**src/rtl/memory_arbiter.sv**
```systemverilog
// Two-master (instruction fetch / data) arbiter and sequencer in front of the
// memory controller processor interface, with a per-transaction watchdog.
module memory_arbiter #(
  parameter int unsigned BYTE_AMNT      = 8,
  parameter int unsigned TIMEOUT_CYCLES = 255
) (
  input  logic                     clock,
  input  logic                     reset_n,
  input  logic                     inst_req,
  input  logic [8*BYTE_AMNT-1:0]   inst_addr,
  output logic [8*BYTE_AMNT-1:0]   inst_rd_data,
  output logic                     inst_ack,
  input  logic                     data_req,
  input  logic                     data_wr,
  input  logic [BYTE_AMNT-1:0]     data_byte_en,
  input  logic [8*BYTE_AMNT-1:0]   data_addr,
  input  logic [8*BYTE_AMNT-1:0]   data_wr_data,
  output logic [8*BYTE_AMNT-1:0]   data_rd_data,
  output logic                     data_ack,
  output logic                     bus_error,
  output logic                     mem_rd_en,
  output logic                     mem_wr_en,
  output logic [BYTE_AMNT-1:0]     mem_byte_en,
  output logic [8*BYTE_AMNT-1:0]   mem_addr,
  output logic [8*BYTE_AMNT-1:0]   wr_data,
  input  logic [8*BYTE_AMNT-1:0]   rd_data,
  input  logic                     mem_busy
);

  localparam int unsigned DW = 8 * BYTE_AMNT;
  localparam int unsigned CW = $clog2(TIMEOUT_CYCLES + 1);

  localparam logic [1:0] S_IDLE  = 2'd0;
  localparam logic [1:0] S_ISSUE = 2'd1;
  localparam logic [1:0] S_WAIT  = 2'd2;
  localparam logic [1:0] S_DONE  = 2'd3;

  localparam logic G_INST = 1'b0;
  localparam logic G_DATA = 1'b1;

  logic [1:0]           state_q, state_d;
  logic                 last_grant_q, last_grant_d;
  logic                 grant_q, grant_d;
  logic                 wr_q, wr_d;
  logic [CW-1:0]        cnt_q, cnt_d;
  logic [DW-1:0]        addr_q, addr_d;
  logic [DW-1:0]        wdata_q, wdata_d;
  logic [BYTE_AMNT-1:0] be_q, be_d;
  logic                 rd_en_q, rd_en_d;
  logic                 wr_en_q, wr_en_d;
  logic [DW-1:0]        inst_rd_q, inst_rd_d;
  logic [DW-1:0]        data_rd_q, data_rd_d;
  logic                 inst_ack_q, inst_ack_d;
  logic                 data_ack_q, data_ack_d;
  logic                 bus_err_q, bus_err_d;

  logic                 gnt_c;
  logic                 wr_sel_c;
  logic [CW-1:0]        cnt_inc_c;

  // State register and all registered outputs
  always_ff @(posedge clock or negedge reset_n) begin
    if (!reset_n) begin
      state_q      <= S_IDLE;
      last_grant_q <= G_INST;
      grant_q      <= G_INST;
      wr_q         <= 1'b0;
      cnt_q        <= '0;
      addr_q       <= '0;
      wdata_q      <= '0;
      be_q         <= '0;
      rd_en_q      <= 1'b0;
      wr_en_q      <= 1'b0;
      inst_rd_q    <= '0;
      data_rd_q    <= '0;
      inst_ack_q   <= 1'b0;
      data_ack_q   <= 1'b0;
      bus_err_q    <= 1'b0;
    end else begin
      state_q      <= state_d;
      last_grant_q <= last_grant_d;
      grant_q      <= grant_d;
      wr_q         <= wr_d;
      cnt_q        <= cnt_d;
      addr_q       <= addr_d;
      wdata_q      <= wdata_d;
      be_q         <= be_d;
      rd_en_q      <= rd_en_d;
      wr_en_q      <= wr_en_d;
      inst_rd_q    <= inst_rd_d;
      data_rd_q    <= data_rd_d;
      inst_ack_q   <= inst_ack_d;
      data_ack_q   <= data_ack_d;
      bus_err_q    <= bus_err_d;
    end
  end

  // Next-state logic; enables and acks are computed one cycle ahead so that
  // the registered outputs line up with the ISSUE/WAIT and DONE states.
  always_comb begin
    state_d      = state_q;
    last_grant_d = last_grant_q;
    grant_d      = grant_q;
    wr_d         = wr_q;
    cnt_d        = cnt_q;
    addr_d       = addr_q;
    wdata_d      = wdata_q;
    be_d         = be_q;
    rd_en_d      = rd_en_q;
    wr_en_d      = wr_en_q;
    inst_rd_d    = inst_rd_q;
    data_rd_d    = data_rd_q;
    inst_ack_d   = 1'b0;
    data_ack_d   = 1'b0;
    bus_err_d    = 1'b0;
    gnt_c        = G_INST;
    wr_sel_c     = 1'b0;
    cnt_inc_c    = CW'(cnt_q + 1'b1);

    case (state_q)
      S_IDLE: begin
        if (inst_req || data_req) begin
          // Round-robin on contention, otherwise the lone requester wins
          if (inst_req && data_req) gnt_c = ~last_grant_q;
          else                      gnt_c = data_req ? G_DATA : G_INST;
          grant_d      = gnt_c;
          last_grant_d = gnt_c;
          if (gnt_c == G_DATA) begin
            wr_sel_c = data_wr;
            addr_d   = data_addr;
            be_d     = data_byte_en;
            wdata_d  = data_wr_data;
          end else begin
            wr_sel_c = 1'b0;
            addr_d   = inst_addr;
            be_d     = '1;
          end
          wr_d    = wr_sel_c;
          rd_en_d = ~wr_sel_c;
          wr_en_d = wr_sel_c;
          state_d = S_ISSUE;
        end
      end
      S_ISSUE: begin
        // Devices raise busy one cycle late, so busy is not looked at here
        state_d = S_WAIT;
      end
      S_WAIT: begin
        cnt_d = cnt_inc_c;
        if (!mem_busy) begin
          if (!wr_q) begin
            if (grant_q == G_DATA) data_rd_d = rd_data;
            else                   inst_rd_d = rd_data;
          end
          rd_en_d    = 1'b0;
          wr_en_d    = 1'b0;
          inst_ack_d = (grant_q == G_INST);
          data_ack_d = (grant_q == G_DATA);
          state_d    = S_DONE;
        end else if (cnt_inc_c == CW'(TIMEOUT_CYCLES)) begin
          // Watchdog: terminate after TIMEOUT_CYCLES cycles spent in WAIT
          if (!wr_q) begin
            if (grant_q == G_DATA) data_rd_d = '0;
            else                   inst_rd_d = '0;
          end
          rd_en_d    = 1'b0;
          wr_en_d    = 1'b0;
          bus_err_d  = 1'b1;
          inst_ack_d = (grant_q == G_INST);
          data_ack_d = (grant_q == G_DATA);
          state_d    = S_DONE;
        end
      end
      S_DONE: begin
        cnt_d   = '0;
        state_d = S_IDLE;
      end
      default: state_d = S_IDLE;
    endcase
  end

  assign inst_rd_data = inst_rd_q;
  assign inst_ack     = inst_ack_q;
  assign data_rd_data = data_rd_q;
  assign data_ack     = data_ack_q;
  assign bus_error    = bus_err_q;
  assign mem_rd_en    = rd_en_q;
  assign mem_wr_en    = wr_en_q;
  assign mem_byte_en  = be_q;
  assign mem_addr     = addr_q;
  assign wr_data      = wdata_q;

endmodule

```
**config.mk**
```make
export PLATFORM = sky130hd
export DESIGN_NAME = memory_arbiter
export DESIGN_NICKNAME = d
export VERILOG_FILES = /design/src/rtl/memory_arbiter.sv
export SDC_FILE = /design/constraint.sdc
export NUM_CORES = 1
export LEC_CHECK = 0
export CELL_PAD_IN_SITES_DETAIL_PLACEMENT = 0
export CELL_PAD_IN_SITES_GLOBAL_PLACEMENT = 1
export CORE_MARGIN = 8
export CORE_UTILIZATION = 30
export DETAILED_ROUTE_END_ITERATION = 10
export PLACE_DENSITY_LB_ADDON = 0.05
export SYNTH_ARGS = -nofsm -noshare
export SYNTH_HDL_FRONTEND = slang
export SYNTH_SLANG_ARGS = --single-unit
export TNS_END_PERCENT = 10
```
**constraint.sdc**
```tcl
create_clock -name clock -period 2.95 [get_ports clock]
set_clock_uncertainty 0.05 [all_clocks]
set_input_delay 0.295 -clock clock [delete_from_list [all_inputs] [get_ports clock]]
set_output_delay 0.295 -clock clock [all_outputs]
set_load 0.01 [all_outputs]
```
After elaboration in Yosys (flattened, before gate mapping)
Cells that the tools add are included.

Register bits after elaboration: 281. Output and inout port bits: 269.

Add/sub/neg operators: 1. Equal/unequal tests: 12. Muxes and demuxes: 41. Bitwise operators: 2. Reductions and logical operators: 12.

Operators by type and width (count): two-way mux 64 bit (13); two-way mux 1 bit (20); case mux 8 bit (2 select lines) (1); inequality test 2 bit (second input constant) (6); AND reduction 6 bit (2); adder 8 x 1 -> 8 bit (second input constant) (1); == test 8 bit (second input constant) (1); two-way mux 8 bit (1); case mux 2 bit (4 select lines) (1); two-way mux 2 bit (3); AND reduction 3 bit (2); nonzero test 2 bit (3); == test 2 bit (second input constant) (2); case mux 1 bit (2 select lines) (2); AND reduction 2 bit (2); inequality test 3 bit (second input constant) (1); == test 2 x 1 -> 1 bit (second input constant) (1); zero test 2 bit (1); inequality test 2 x 1 -> 1 bit (second input constant) (1); NOT 1 bit (2); logical AND 1 bit (1); logical OR 1 bit (1).

Longest topological paths before layout
Depth in word-level cells: 10. Mapped depth: 9. Gate-level depth less buffers: 7.

Least setup slack after synthesis
Ideal clock, no wire load.

Kind: reg-to-reg. Start point: reg state_q[0]. End point: reg wdata_q[0], in the netlist wr_data[0]. Arrival: 1.720 ns. Required time: 2.775 ns. Slack: 1.055 ns. Stages on the path, launching flop included: 8. Path buffers: 3. Period minus slack after synthesis: 1.895 ns. Path through: dfrtp_1 > inv_1 > ha_1 > clkbuf_1 > and2_1 > buf_2 > buf_2 > mux2_2.

Word-level cells in the longest chain between the ends: 2.

RTL lines: start, declared (RTL line 41) `logic [1:0] state_q, state_d;`; start signal, assigned (RTL line 80) `state_q <= state_d;`; zero test 2 bit (RTL line 120) `case (state_q)`; AND reduction 3 bit (no line); end signal, assigned (RTL line 86) `wdata_q <= wdata_d;`; end, declared (RTL line 47) `logic [DW-1:0] wdata_q, wdata_d;`.

Every way passes these cells. A chain may end at the register's enable or synchronous reset.

Worst setup path in the final report
Start point: reg cnt_q[0]. End point: reg data_rd_q[10], in the netlist data_rd_data[10].

Word-level cells in the longest chain between the ends: 4. Elaborated cells between the ends (all ways): 6.

RTL lines: start, declared (RTL line 45) `logic [CW-1:0] cnt_q, cnt_d;`; start signal, assigned (RTL line 84) `cnt_q <= cnt_d;`; adder 8 x 1 -> 8 bit (*) (RTL line 118) `cnt_inc_c = CW'(cnt_q + 1'b1);`; == test 8 bit (*) (RTL line 160) `end else if (cnt_inc_c == CW'(TIMEOUT_CYCLES)) begin`; inequality test 2 bit (no line) / inequality test 2 x 1 -> 1 bit (equally long branches); AND reduction 6 bit (no line) (*); end signal, assigned (RTL line 91) `data_rd_q <= data_rd_d;`; end, declared (RTL line 52) `logic [DW-1:0] data_rd_q, data_rd_d;`.

Every way passes the cells marked *; elsewhere a longest branch is shown, timed or not.

==> reports/summary.md <==
## Logic synthesis
* 0.0132 mm2 — Syn Std Cell Area
* 0 — Syn. warnings
* 1,582 — synthesized netlist net count
* 10.1 um2 — synthesized area per cell
* 0 — number of enable flip-flop cells after synthesis
* 100% — async set or reset register ratio after synthesis
* sky130_fd_sc_hd__dfrtp_1 — Post-synth top flop
* 41 — count of distinct cell types in the synthesized netlist
* 53.3% — proportion of netlist area held by the largest area contributor
* 281 — Yosys reg bits
* 53.3% — post-synthesis sequential area ratio
* sky130_fd_sc_hd__dfrtp_1 (281), sky130_fd_sc_hd__nand2_1 (204), sky130_fd_sc_hd__nor2_1 (141) — top cells by count, synth
* sky130_fd_sc_hd__dfrtp_1 (53%), sky130_fd_sc_hd__o21ai_2 (6.6%), sky130_fd_sc_hd__nand2_1 (5.8%), sky130_fd_sc_hd__mux2_2 (5.5%), sky130_fd_sc_hd__a21oi_1 (5.2%) — ranking of synthesized cells by area
* 1,307 — cells after synthesis
* sky130_fd_sc_hd__dfrtp_1 — cell with the most instances after synthesis
* sky130_fd_sc_hd__dfrtp_1 — cell type contributing the most total cell area after synthesis

## Floorplan
* 0.0509 mm2 — full die area
* 77 — number of placement rows
* 226 um — die height
* 539 — number of I/O pins
* 30.1% — initial cell density of the core
* 0.0438 mm2 — Std-Cell Core Area
* 226 um — width of the chip

## Finish
* 2,094 — number of nets in the final layout
* 4,174 — number of filler instances in the final layout
* 46.5% — final core occ
* 54.6% — Layout Area Growth over Synthesis
* 14.5% — share of post-route cells with drive strength above 1
* 0.0204 mm2 — post-route cell area
* 2,438 — non-filler instance count after layout

## Run status
* completed — run status

## Pwr
* 20.8 mW — Power Total
* 0.000382 V — maximum vdd ir drop
* 8.29 nW — leakage power summed over all cells
* 1020 mW/mm2 — PD cells

## Place
* 0.0192 mm2 — total cell area at the placement stage
* 2,372 — number of placed instances with taps included
* 39,100 um — HPWL reported at the end of detailed placement
* 0.816 — placer congestion estimate
* 538 — count of input and output buffers

## CTS
* 281 — number of sinks on the clock net
* 3 — maximum number of buffers from clock root to sink
* 0.06 ns — clock-pin slew reported for the worst setup and hold paths after clock tree synthesis
* 2 — H-tree lvl count
* sky130_fd_sc_hd__clkbuf_16 — master cell of the clock root buffer
* 0 — quantity of gates resized following cts
* 0.53 ns — Skew-Pair Late Insertion Delay
* 36 — total clock buffers created by CTS
* 0 — post-CTS repair timing setup buffer count
* done — TritonCTS clock tree

## Timing
* 0 — count of endpoints failing hold in the final timing report
* 75.4% — final clock period utilization by the worst path
* 0 — total count of max-transition violations in the final report
* 0.622 ns — slew of the pin with the lowest slew margin
* 58.4% — worst rel slew slack
* 2.22 ns — time the final worst path needs with I/O delays and setup
* 0.450 GHz — maximum frequency from static timing analysis
* 0 ns — total negative slack
* false — setup repair after global routing missed its margin
* 0 — count of endpoints failing setup in the final report

## Setup path
* 33 — maximum fanout along the worst path
* 3.30 ns — critical path required time
* flop to flop — CP Class
* flop — type of destination of the critical path
* 2.58 ns — worst path arrival time
* flop — Critical Path Source Type

## Route
* 21.0 um — wire length per cell
* 0 — detailed-route DRC error count
* 4.55 — post-DR vias/cell
* 0 — post-route antenna net violation count
* 604 — Starting DRT DRC Count
* 11.1k — Via Count
* 5 — number of optimization iterations in the first detailed-route pass
* 51,200 um — routed wire length

## Global routing
* 0 — GRT Residual Overflow
* 92 — largest net degree at the start of global routing
* 19.7% — GRT Util Overall
* 8 — initial antenna violation count
* 11.7k — vias in the first global route
* 76,200 um — first-pass GRT wire length

## Flow run
* 0 — Max-Cap Viols

## Hold path
* input pin to flop — path type of the worst min-delay path

## layout make-up
class	instances	area (um2)	area share, %
Clock buffer	50	1050	5.17
Multi-Input combinational cell	925	5580	27.3
Timing Repair Buffer	570	5830	28.6
Inverter	5	18.8	0.0921
Sequential cell	281	7030	34.5
Clock inverter	14	131	0.644
Antenna cell	1	2.50	0.0123
Tap cell	592	741	3.63
## cells by family after synthesis
family | count (synthesis) | synth area share (%)
flip-flops | 281 | 53.3
adder cells (fa/ha/maj) | 5 | 0.475
multiplexers | 128 | 10.3
XOR/XNOR | 8 | 0.532
buffers and inverters | 101 | 4.58
AO/OA/AOI/OAI | 350 | 16.6
AND/OR/NAND/NOR | 434 | 14.1
## cells in the final DEF (no fill, tap or decap), drive strengths merged, types with 7 or more instances in the layout
| master | synthesis | final |
|---|---|---|
| inv | 5 | 7 |
| buf | 32 | 33 |
| clkinv | 0 | 10 |
| o22a | 8 | 8 |
| clkdlybuf4s50 | 0 | 536 |
| mux2i | 64 | 64 |
| nand2 | 204 | 204 |
| clkbuf | 64 | 50 |
| mux2 | 64 | 64 |
| nor2 | 142 | 142 |
| nand2b | 68 | 68 |
| o21ai | 196 | 196 |
| dfrtp | 281 | 281 |
| a21oi | 136 | 136 |
## metal layers
layer	GRT usage, %	vias up	wire length (um)
met4	5.53	14	1170
met3	7.17	72	4270
met2	33.5	334	25300
met1	23.3	5220	20400
li1	-	5450	-
met5	0	-	94
## worst max-delay path, stage by stage (launching register included)
cell and delay (ns):
sky130_fd_sc_hd__dfrtp_1 0.42, sky130_fd_sc_hd__ha_1 0.27, sky130_fd_sc_hd__nand4_1 0.13, sky130_fd_sc_hd__xnor2_1 0.27
sky130_fd_sc_hd__o211ai_2 0.18, sky130_fd_sc_hd__nor2_4 0.33, sky130_fd_sc_hd__buf_12 0.29, sky130_fd_sc_hd__o21ai_0 0.12
## report_power, final
group	internal (mW)	switching, mW	leakage (nW)	total (mW)
combinational	5.06	4.46	4.63	9.52
clock	2.67	1.75	0.596	4.42
sequential	5.60	1.22	3.06	6.82
total	13.3	7.43	8.29	20.8
## final timing paths
check | to | slack, ns | start | cells past startpoint
min reg2reg | mem_addr[29] | 0.43 | mem_addr[29] | 2
min | data_rd_data[12] | 0.08 | mem_busy | 3
max | data_rd_data[10] | 0.73 | cnt_q[0] | 7
min in group asynchronous | data_rd_data[53] | 0.18 | reset_n | 2
max reg2reg | data_rd_data[10] | 0.73 | cnt_q[0] | 7
max in group asynchronous | wr_data[27] | 1.85 | reset_n | 3
## registers in the layout, summed over array words and instances (netlist names), 2 cells and up
| name | flops |
|---|---|
| inst_rd_data | 64 |
| mem_addr | 64 |
| wr_data | 64 |
| mem_byte_en | 8 |
| state_q | 2 |
| data_rd_data | 64 |
| cnt_q | 8 |
## timing repair
item                       4_1_cts  5_1_grt
hold buffers                     1        0
hold endpoints to repair       146        0
setup endpoints to repair        0        0
## per-stage QoR
stage                     worst slack (ns)  hold slack [ns]
after floorplan                       1.06          -0.0506
after detailed placement             0.590            0.137
after CTS                            0.681           0.0419
after global placement               0.692            0.139
after global routing                 0.505           0.0643
final                                0.727           0.0782
(Power assumes the default switching activity.)
